File: src/rtl/adder_sum_fifo.sv
// Small flip-flop FIFO behind the ripple-carry adder: buffers (DATA_WIDTH+1)-bit
// sums under valid/ready, presents them first-word fall-through, and tracks carry-out events.
module adder_sum_fifo #(
  parameter int DATA_WIDTH = 8,
  parameter int DEPTH      = 4,
  parameter int CNT_W      = 8
) (
  input  logic                     clk,
  input  logic                     rst,
  input  logic                     in_valid,
  output logic                     in_ready,
  input  logic [DATA_WIDTH:0]      in_sum,
  output logic                     out_valid,
  input  logic                     out_ready,
  output logic [DATA_WIDTH:0]      out_sum,
  output logic                     out_carry,
  output logic [$clog2(DEPTH):0]   count,
  output logic                     full,
  output logic                     empty,
  output logic                     carry_seen,
  output logic [CNT_W-1:0]         carry_cnt,
  input  logic                     clr_carry
);

  localparam int PTR_W = $clog2(DEPTH);
  localparam int CW    = PTR_W + 1;

  typedef enum logic [1:0] {
    ST_EMPTY   = 2'd0,
    ST_PARTIAL = 2'd1,
    ST_FULL    = 2'd2
  } state_t;

  state_t                state_q;
  state_t                state_d;
  logic [PTR_W-1:0]      wr_ptr;
  logic [PTR_W-1:0]      rd_ptr;
  logic [DATA_WIDTH:0]   mem [DEPTH];
  logic                  push;
  logic                  pop;

  function automatic logic [CNT_W-1:0] sat_inc(input logic [CNT_W-1:0] v);
    return (&v) ? v : v + 1'b1;
  endfunction

  assign push = in_valid && in_ready;
  assign pop  = out_valid && out_ready;

  // Control state, pointers and occupancy
  always_ff @(posedge clk or posedge rst) begin
    if (rst) begin
      state_q <= ST_EMPTY;
      wr_ptr  <= '0;
      rd_ptr  <= '0;
      count   <= '0;
    end else begin
      state_q <= state_d;
      if (push) wr_ptr <= wr_ptr + 1'b1;
      if (pop)  rd_ptr <= rd_ptr + 1'b1;
      if (push && !pop)      count <= count + 1'b1;
      else if (pop && !push) count <= count - 1'b1;
    end
  end

  always_comb begin
    state_d = state_q;
    case (state_q)
      ST_EMPTY: begin
        if (push) state_d = ST_PARTIAL;
      end
      ST_PARTIAL: begin
        if (push && !pop && count == CW'(DEPTH - 1))
          state_d = ST_FULL;
        else if (pop && !push && count == CW'(1))
          state_d = ST_EMPTY;
      end
      ST_FULL: begin
        if (pop) state_d = ST_PARTIAL;
      end
      default: state_d = ST_EMPTY;
    endcase
  end

  always_comb begin
    empty     = 1'b0;
    full      = 1'b0;
    empty     = (state_q == ST_EMPTY);
    full      = (state_q == ST_FULL);
    in_ready  = !full;
    out_valid = !empty;
  end

  // Storage is data-only; its contents are meaningless while empty
  always_ff @(posedge clk) begin
    if (push) mem[wr_ptr] <= in_sum;
  end

  assign out_sum   = mem[rd_ptr];
  assign out_carry = out_sum[DATA_WIDTH];

  // A carry push in the same cycle as a clear restarts the count at one
  always_ff @(posedge clk or posedge rst) begin
    if (rst) begin
      carry_seen <= 1'b0;
      carry_cnt  <= '0;
    end else if (push && in_sum[DATA_WIDTH]) begin
      carry_seen <= 1'b1;
      carry_cnt  <= clr_carry ? CNT_W'(1) : sat_inc(carry_cnt);
    end else if (clr_carry) begin
      carry_seen <= 1'b0;
      carry_cnt  <= '0;
    end
  end

endmodule

File: config.mk
export PLATFORM = sky130hd
export DESIGN_NAME = adder_sum_fifo
export DESIGN_NICKNAME = d
export VERILOG_FILES = /design/src/rtl/adder_sum_fifo.sv
export SDC_FILE = /design/constraint.sdc
export NUM_CORES = 1
export LEC_CHECK = 0
export ABC_AREA = 1
export BUFFER_PORTS_ARGS = -buffer_cell sky130_fd_sc_hd__clkbuf_2
export CORE_MARGIN = 2
export CORE_UTILIZATION = 30
export CTS_CLUSTER_SIZE = 30
export DETAILED_ROUTE_END_ITERATION = 6
export SYNTH_ARGS = -nofsm -noshare
export SYNTH_HDL_FRONTEND = slang
export SYNTH_SLANG_ARGS = --single-unit
File: constraint.sdc
create_clock -name clk -period 1.8 [get_ports clk]
set_input_delay 0.54 -clock clk [delete_from_list [all_inputs] [get_ports clk]]
set_output_delay 0.54 -clock clk [all_outputs]
set_load 0.01 [all_outputs]
==> impl_summary.txt, run 1 <==
----------------------------------------------------
[Clocking]
  Clock tree from TritonCTS ... yes
  Clock slew seen by the registers of the worst setup and hold paths ... 90 ps
  CTS Buffer Depth ... 2
  Total clock buffers created by CTS ... 5
  Hold-fix buffers at CTS ... 0
  Htree depth ... 2
  Root cell of the clock tree ... clkbuf_8
  Sinks on the clock net ... 54
  Clock insertion delay at the later pin of the skew report ... 300 ps

[Synth]
  Post-synth top flop ... edfxtp_1
  Seq cells post-synth ... 54
  Cell area after technology mapping ... 2507 µm²
  Yosys cell types ... 29
  Fraction of registers with async set/reset ... 0.3333
  Cells after synthesis ... 237
  Net Count, Synth ... 262
  Number of synthesized flops with an enable pin ... 36
  Seq/Total Area, Yosys ... 0.6108
  Yosys warns ... 0
  Post-synthesis average cell area ... 10.58 µm²

[STA]
  Total Neg Setup Slack ... -756.6 ps
  RSZ-0062 raised after global routing ... true
  Minimum clock period after layout ... 1917 ps
  Max Transition Viols Final ... 0
  F_max ... 0.5217 GHz
  Total setup violations reported at the end of the flow ... 10
  Hold Fails Final Rpt ... 0
  Worst Slack Setup Final ... -116.6 ps
  Fin Hold WS ... 219.8 ps
  Final period utilization ... 1.065
  Least-Margin Pin Slew ... 268.9 ps
  Final Skew ... 8.147 ps
  Slew margin rel. ... 0.8207

[Critical path]
  First element of the critical path ... rd_ptr[0]
  Worst R2R Start ... state_q[1]
  Worst setup slack for register-to-register paths ... 190 ps
  Endpoint class of the critical path ... output port
  Critical-path maximum fanout ... 6
  Data required, critical path ... 1260 ps
  Capturing instance or port of the critical path ... out_sum[1]
  Kind of launch point of the worst setup path ... flip-flop
  Data arrival time of the critical path ... 1380 ps
  Worst Reg2Reg Path Length in Cells ... 9
  Setup CP Type ... reg -> out
  Reg-to-Reg End ... count[2]

[Layout]
  Final net count ... 319
  Multi-input gate area in the final layout ... 894.6 µm²
  Core occupancy in the finished layout ... 0.3857
  Number of inserted filler cells in the final layout ... 797
  Final instance area ... 3153 µm²
  N_diodes ... 0
  Area growth, synth to finish ... 25.75%
  Fraction of layout instances using a drive strength above 1 ... 0.3220
  Sequential cell area ... 1535 µm²

[Placement]
  Routability congestion estimate ... 0.7852
  Post-detailed-placement half-perimeter wirelength ... 3.566 mm
  Count of port buffers added during placement ... 39
  Placement-stage cell area ... 2888 µm²

[Route]
  Routed wire per std cell ... 13.22 µm
  Ratio of routed vias to standard cells ... 4.520
  Total length of routed wires ... 5.287 mm
  TritonRoute pass-1 iters ... 4
  Post-route ant nets ... 0
  Detailed-route via count ... 1808
  Number of violations reported at the end of detailed-routing iteration 0 ... 42
  DR DRC count ... 0

[Status]
  Status ... finished, violations left
  Violations in the final reports ... negative setup slack

[Run]
  Maxcap violations ... 0

[Floorplanning]
  Die Y-Extent ... 95.42 µm
  Initial cell density of the core ... 0.3067
  Site row count ... 33
  Die X-Extent ... 95.42 µm
  Placeable Area ... 8175 µm²
  DIE AREA ... 9105 µm²
  Number of top-level pins ... 40

[Global route]
  First-pass GRT wire length ... 8.321 mm
  Grt ovf ... 0
  GRT Overall Usage ... 0.1208
  Number of antenna violations at the first check in global routing ... 0
  Number of global-route vias before repair ... 1732
  Pin count of the biggest net entering global routing ... 19

[Power and ir drop]
  Power density over the cells ... 1389 nW/µm²
  Largest voltage drop on the vdd net ... 0.0006712 V
  Static leakage ... 1.399 nW

[Min path]
  Worst hold path class ... in -> async

----------------------------------------------------
## layout make-up
class | count | area share
Clock buffer | 6 | 0.02302
Timing Repair Buffer | 55 | 0.1234
Multi-Input combinational cell | 149 | 0.2837
Clock inverter | 2 | 0.004365
Tap cell | 105 | 0.04167
Sequential cell | 54 | 0.4869
Inverter | 29 | 0.03690
## cells in the final DEF (no fill, tap or decap), types with 6 or more instances in the layout
master	Yosys	layout
edfxtp_1	36	36
nor2_2	1	6
o21ai_2	0	8
inv_1	26	25
ha_1	11	11
o21ai_0	24	14
o22ai_1	9	8
nand2_1	39	39
nand3_1	7	7
nor2_1	33	28
buf_2	3	6
clkbuf_2	0	33
buf_4	1	8
dfrtp_1	18	15
## routing by layer
layer	track usage	vias up	wire, µm
li1	-	910	-
met4	0.03333	0	25
met3	0.03083	2	226
met1	0.1527	858	2475
met2	0.2054	38	2559
met5	0	-	0
## critical path, cell delays in order, from the launching register on
cell and delay, ps:
dfrtp_2 450, buf_12 150, buf_12 130, o21ai_2 130, o22ai_1 90, clkbuf_2 130
## Yosys cell counts (2+ instances only)
master | n | area, µm²
nand2_1 | 39 | 146.4
edfxtp_1 | 36 | 1081
nor2_1 | 33 | 123.9
inv_1 | 26 | 97.59
o21ai_0 | 24 | 120.1
dfrtp_1 | 18 | 450.4
ha_1 | 11 | 137.6
o22ai_1 | 9 | 56.30
nand3_1 | 7 | 35.03
buf_2 | 3 | 15.01
nand2_2 | 3 | 18.77
nand2_4 | 3 | 33.78
nand4_1 | 3 | 18.77
xor2_1 | 3 | 26.28
a21oi_1 | 2 | 10.01
inv_2 | 2 | 7.510
nand3_4 | 2 | 35.03
o21ai_1 | 2 | 10.01
## repair_timing
action                     CTS  global route
pin swaps                    5             7
setup endpoints to repair   10            11
buffers inserted             4             2
gates cloned                 1             1
resized for setup           27            19
## through the flow
stage	cells	power, W	worst slack (ps)
floorplan	237	0.002710	87.82
global placement	385	0.003289	121.3
detailed placement	385	0.003336	85.63
CTS	398	0.004358	-133.2
global route	400	0.004724	-198.9
finish	400	0.004381	-116.6
## worst min-delay path by stage
stage / endpoint / startpoint / slack (ps) / depth (start not counted)
after CTS: carry_seen / rst / 220 / 3
after global routing: state_q[1] / rst / 250 / 3
after global placement: state_q[0] / state_q[0] / 460 / 1
after floorplan: state_q[0] / state_q[0] / 440 / 1
after detailed placement: state_q[0] / state_q[0] / 470 / 1
final: state_q[0] / rst / 220 / 3
## cell families (layout without fill, tap and decap cells)
kind of cell,Yosys count,count (layout),synth area share
buffers and inverters,34,92,0.05389
flip-flops,54,54,0.6108
XOR/XNOR,4,4,0.01397
AO/OA/AOI/OAI,39,39,0.08433
AND/OR/NAND/NOR,95,95,0.1821
adder cells (fa/ha/maj),11,11,0.05489
## sequential cells by signal (all words and copies together) (netlist names)
signal      count
carry_cnt       8
carry_seen      1
count           3
mem            36
rd_ptr          2
state_q         2
wr_ptr          2
## power breakdown
group	switching (W)	internal, W	leakage (nW)
combinational	0.00106	0.000888	0.801
sequential	0.000169	0.00161	0.557
clock	0.000384	0.000274	0.0413
total	0.00161	0.00277	1.40
Power figures use the tool's default switching activity.
==> run 2, diff against run 1 <==
--- a/config.mk
+++ b/config.mk
@@ -11,6 +11,7 @@
 export CORE_UTILIZATION = 30
 export CTS_CLUSTER_SIZE = 30
 export DETAILED_ROUTE_END_ITERATION = 6
+export PLACE_DENSITY = 0.57
 export SYNTH_ARGS = -nofsm -noshare
 export SYNTH_HDL_FRONTEND = slang
 export SYNTH_SLANG_ARGS = --single-unit
==> impl_summary.txt, run 2 (synthesis results as in run 1) <==
----------------------------------------------------
[Placement]
  Post-detailed-placement half-perimeter wirelength ... 3.416 mm
  Count of port buffers added during placement ... 39
  Pre-CTS setup slack ... 137.5 ps
  Routability congestion estimate ... 0.7903

[Clocking]
  Total clock buffers created by CTS ... 5
  Clock slew seen by the registers of the worst setup and hold paths ... 100 ps
  CTS Buffer Depth ... 2
  Root cell of the clock tree ... clkbuf_8
  Htree depth ... 2
  Hold-fix buffers at CTS ... 0
  Clock tree from TritonCTS ... yes
  Sinks on the clock net ... 54
  Clock insertion delay at the later pin of the skew report ... 310 ps

[Route]
  Ratio of routed vias to standard cells ... 4.387
  TritonRoute pass-1 iters ... 4
  DR DRC count ... 0
  Total length of routed wires ... 5.159 mm
  Routed wire per std cell ... 12.87 µm
  Detailed-route via count ... 1759
  Post-route ant nets ... 0
  Number of violations reported at the end of detailed-routing iteration 0 ... 48

[Critical path]
  Kind of launch point of the worst setup path ... flip-flop
  Setup CP Type ... reg -> out
  Data arrival time of the critical path ... 1360 ps
  Data required, critical path ... 1260 ps
  Endpoint class of the critical path ... output port
  Biggest cell delay along the critical path ... 470 ps
  Worst setup slack for register-to-register paths ... 200 ps
  Critical-path top delay cell ... dfrtp_2
  Cell-by-cell trace of the critical path ... clkinv_4, clkbuf_16, nor2_1, o22ai_1, buf_2
  Critical-path maximum fanout ... 6

[Floorplanning]
  DIE AREA ... 9105 µm²
  Placeable Area ... 8175 µm²
  Number of top-level pins ... 40
  Initial cell density of the core ... 0.3067
  Site row count ... 33
  Die X-Extent ... 95.42 µm
  Die Y-Extent ... 95.42 µm

[STA]
  Fin Hold WS ... 206.0 ps
  Final period utilization ... 1.054
  RSZ-0062 raised after global routing ... true
  Slew margin rel. ... 0.8224
  Max Transition Viols Final ... 0
  Least-Margin Pin Slew ... 266.3 ps
  Final Skew ... 6.488 ps
  Worst Slack Setup Final ... -97.58 ps
  F_max ... 0.5270 GHz
  Minimum clock period after layout ... 1898 ps
  Total setup violations reported at the end of the flow ... 10
  Hold Fails Final Rpt ... 0

[Power and ir drop]
  Power density over the cells ... 1398 nW/µm²
  Total design power ... 0.004416 W
  Largest voltage drop on the vdd net ... 0.0005438 V
  Static leakage ... 1.410 nW

[Global route]
  Pin count of the biggest net entering global routing ... 20
  Number of antenna violations at the first check in global routing ... 0
  Number of global-route vias before repair ... 1652
  GRT Overall Usage ... 0.1197
  Grt ovf ... 0
  First-pass GRT wire length ... 8.197 mm

[Min path]
  Worst hold path class ... in -> async

[Layout]
  Fraction of layout instances using a drive strength above 1 ... 0.3311
  Top register by number of flip-flops ... mem
  Core occupancy in the finished layout ... 0.3863
  Flip-flop count of the largest register, all copies and words added ... 36
  Leading cell type in the layout, fill and taps excluded ... nand2_1
  Most used cells in the layout excluding fill and tap cells ... nand2_1, edfxtp_1, clkbuf_2, nor2_1, inv_1
  Sequential cell area ... 1533 µm²
  Area growth, synth to finish ... 25.95%
  Final net count ... 320
  Number of inserted filler cells in the final layout ... 813
  Registers with the most flip-flops ... mem: 36 flops, carry_cnt: 8 flops, count: 3 flops
  Multi-input gate area in the final layout ... 917.1 µm²
  N_diodes ... 0

[Run]
  Maxcap violations ... 0

[Status]
  Violations in the final reports ... negative setup slack
  Status ... finished, violations left

----------------------------------------------------
[run 2: final timing paths]
path,startpoint,depth (start not counted),end
setup / recovery,rd_ptr[0],5,out_sum[1]
hold / removal,rst,3,carry_seen
setup reg to reg,state_q[0],11,count[2]
hold reg to reg,state_q[0],1,state_q[0]
max in group asynchronous,rst,3,rd_ptr[0]
min in group clk,in_sum[6],1,mem[1][6]
[run 2: timing repair]
item | 4_1_cts | 5_1_grt
cloned | 2 | 1
gates resized for setup | 15 | 40
hold endpoints to repair | 0 | 0
endpoints found under the setup margin | 10 | 10
buffers inserted | 3 | 1
pin swaps | 0 | 5
[run 2: per-layer routing]
| metal | track usage | vias up | wire length (µm) |
|---|---|---|---|
| met4 | 0.03571 | 0 | 38 |
| met1 | 0.1610 | 807 | 2479 |
| met2 | 0.1931 | 39 | 2395 |
| li1 | - | 909 | - |
| met5 | 0 | - | 0 |
| met3 | 0.02767 | 4 | 246 |
[run 2: critical path, delay by kind of cell (launching register included)]
family | cells | cell delay (ps)
flops | 1 | 470
simple gates | 1 | 40
compound gates | 1 | 150
buf+inv | 3 | 400
[run 2: metrics by stage]
stage | std cells | instance area, µm² | setup TNS [ps]
2_1_floorplan | 237 | 2507 | 0
4_1_cts | 399 | 3033 | -1107
3_5_place_dp | 386 | 2883 | 0
5_1_grt | 401 | 3158 | -1484
6_report | 401 | 3158 | -892.7
3_3_place_gp | 386 | 2883 | 0
[run 2: cell type report]
class                           instances  area share
Inverter                               29     0.03685
Timing Repair Buffer                   56      0.1149
Multi-Input combinational cell        149      0.2904
Sequential cell                        54      0.4853
Tap cell                              105     0.04160
Clock buffer                            5     0.02179
Clock inverter                          3    0.009113
[run 2: power by group]
group          leakage (nW)  switching, W  internal (W)
clock network        0.0502      0.000421      0.000289
registers             0.559      0.000157       0.00161
logic                 0.801       0.00109      0.000848
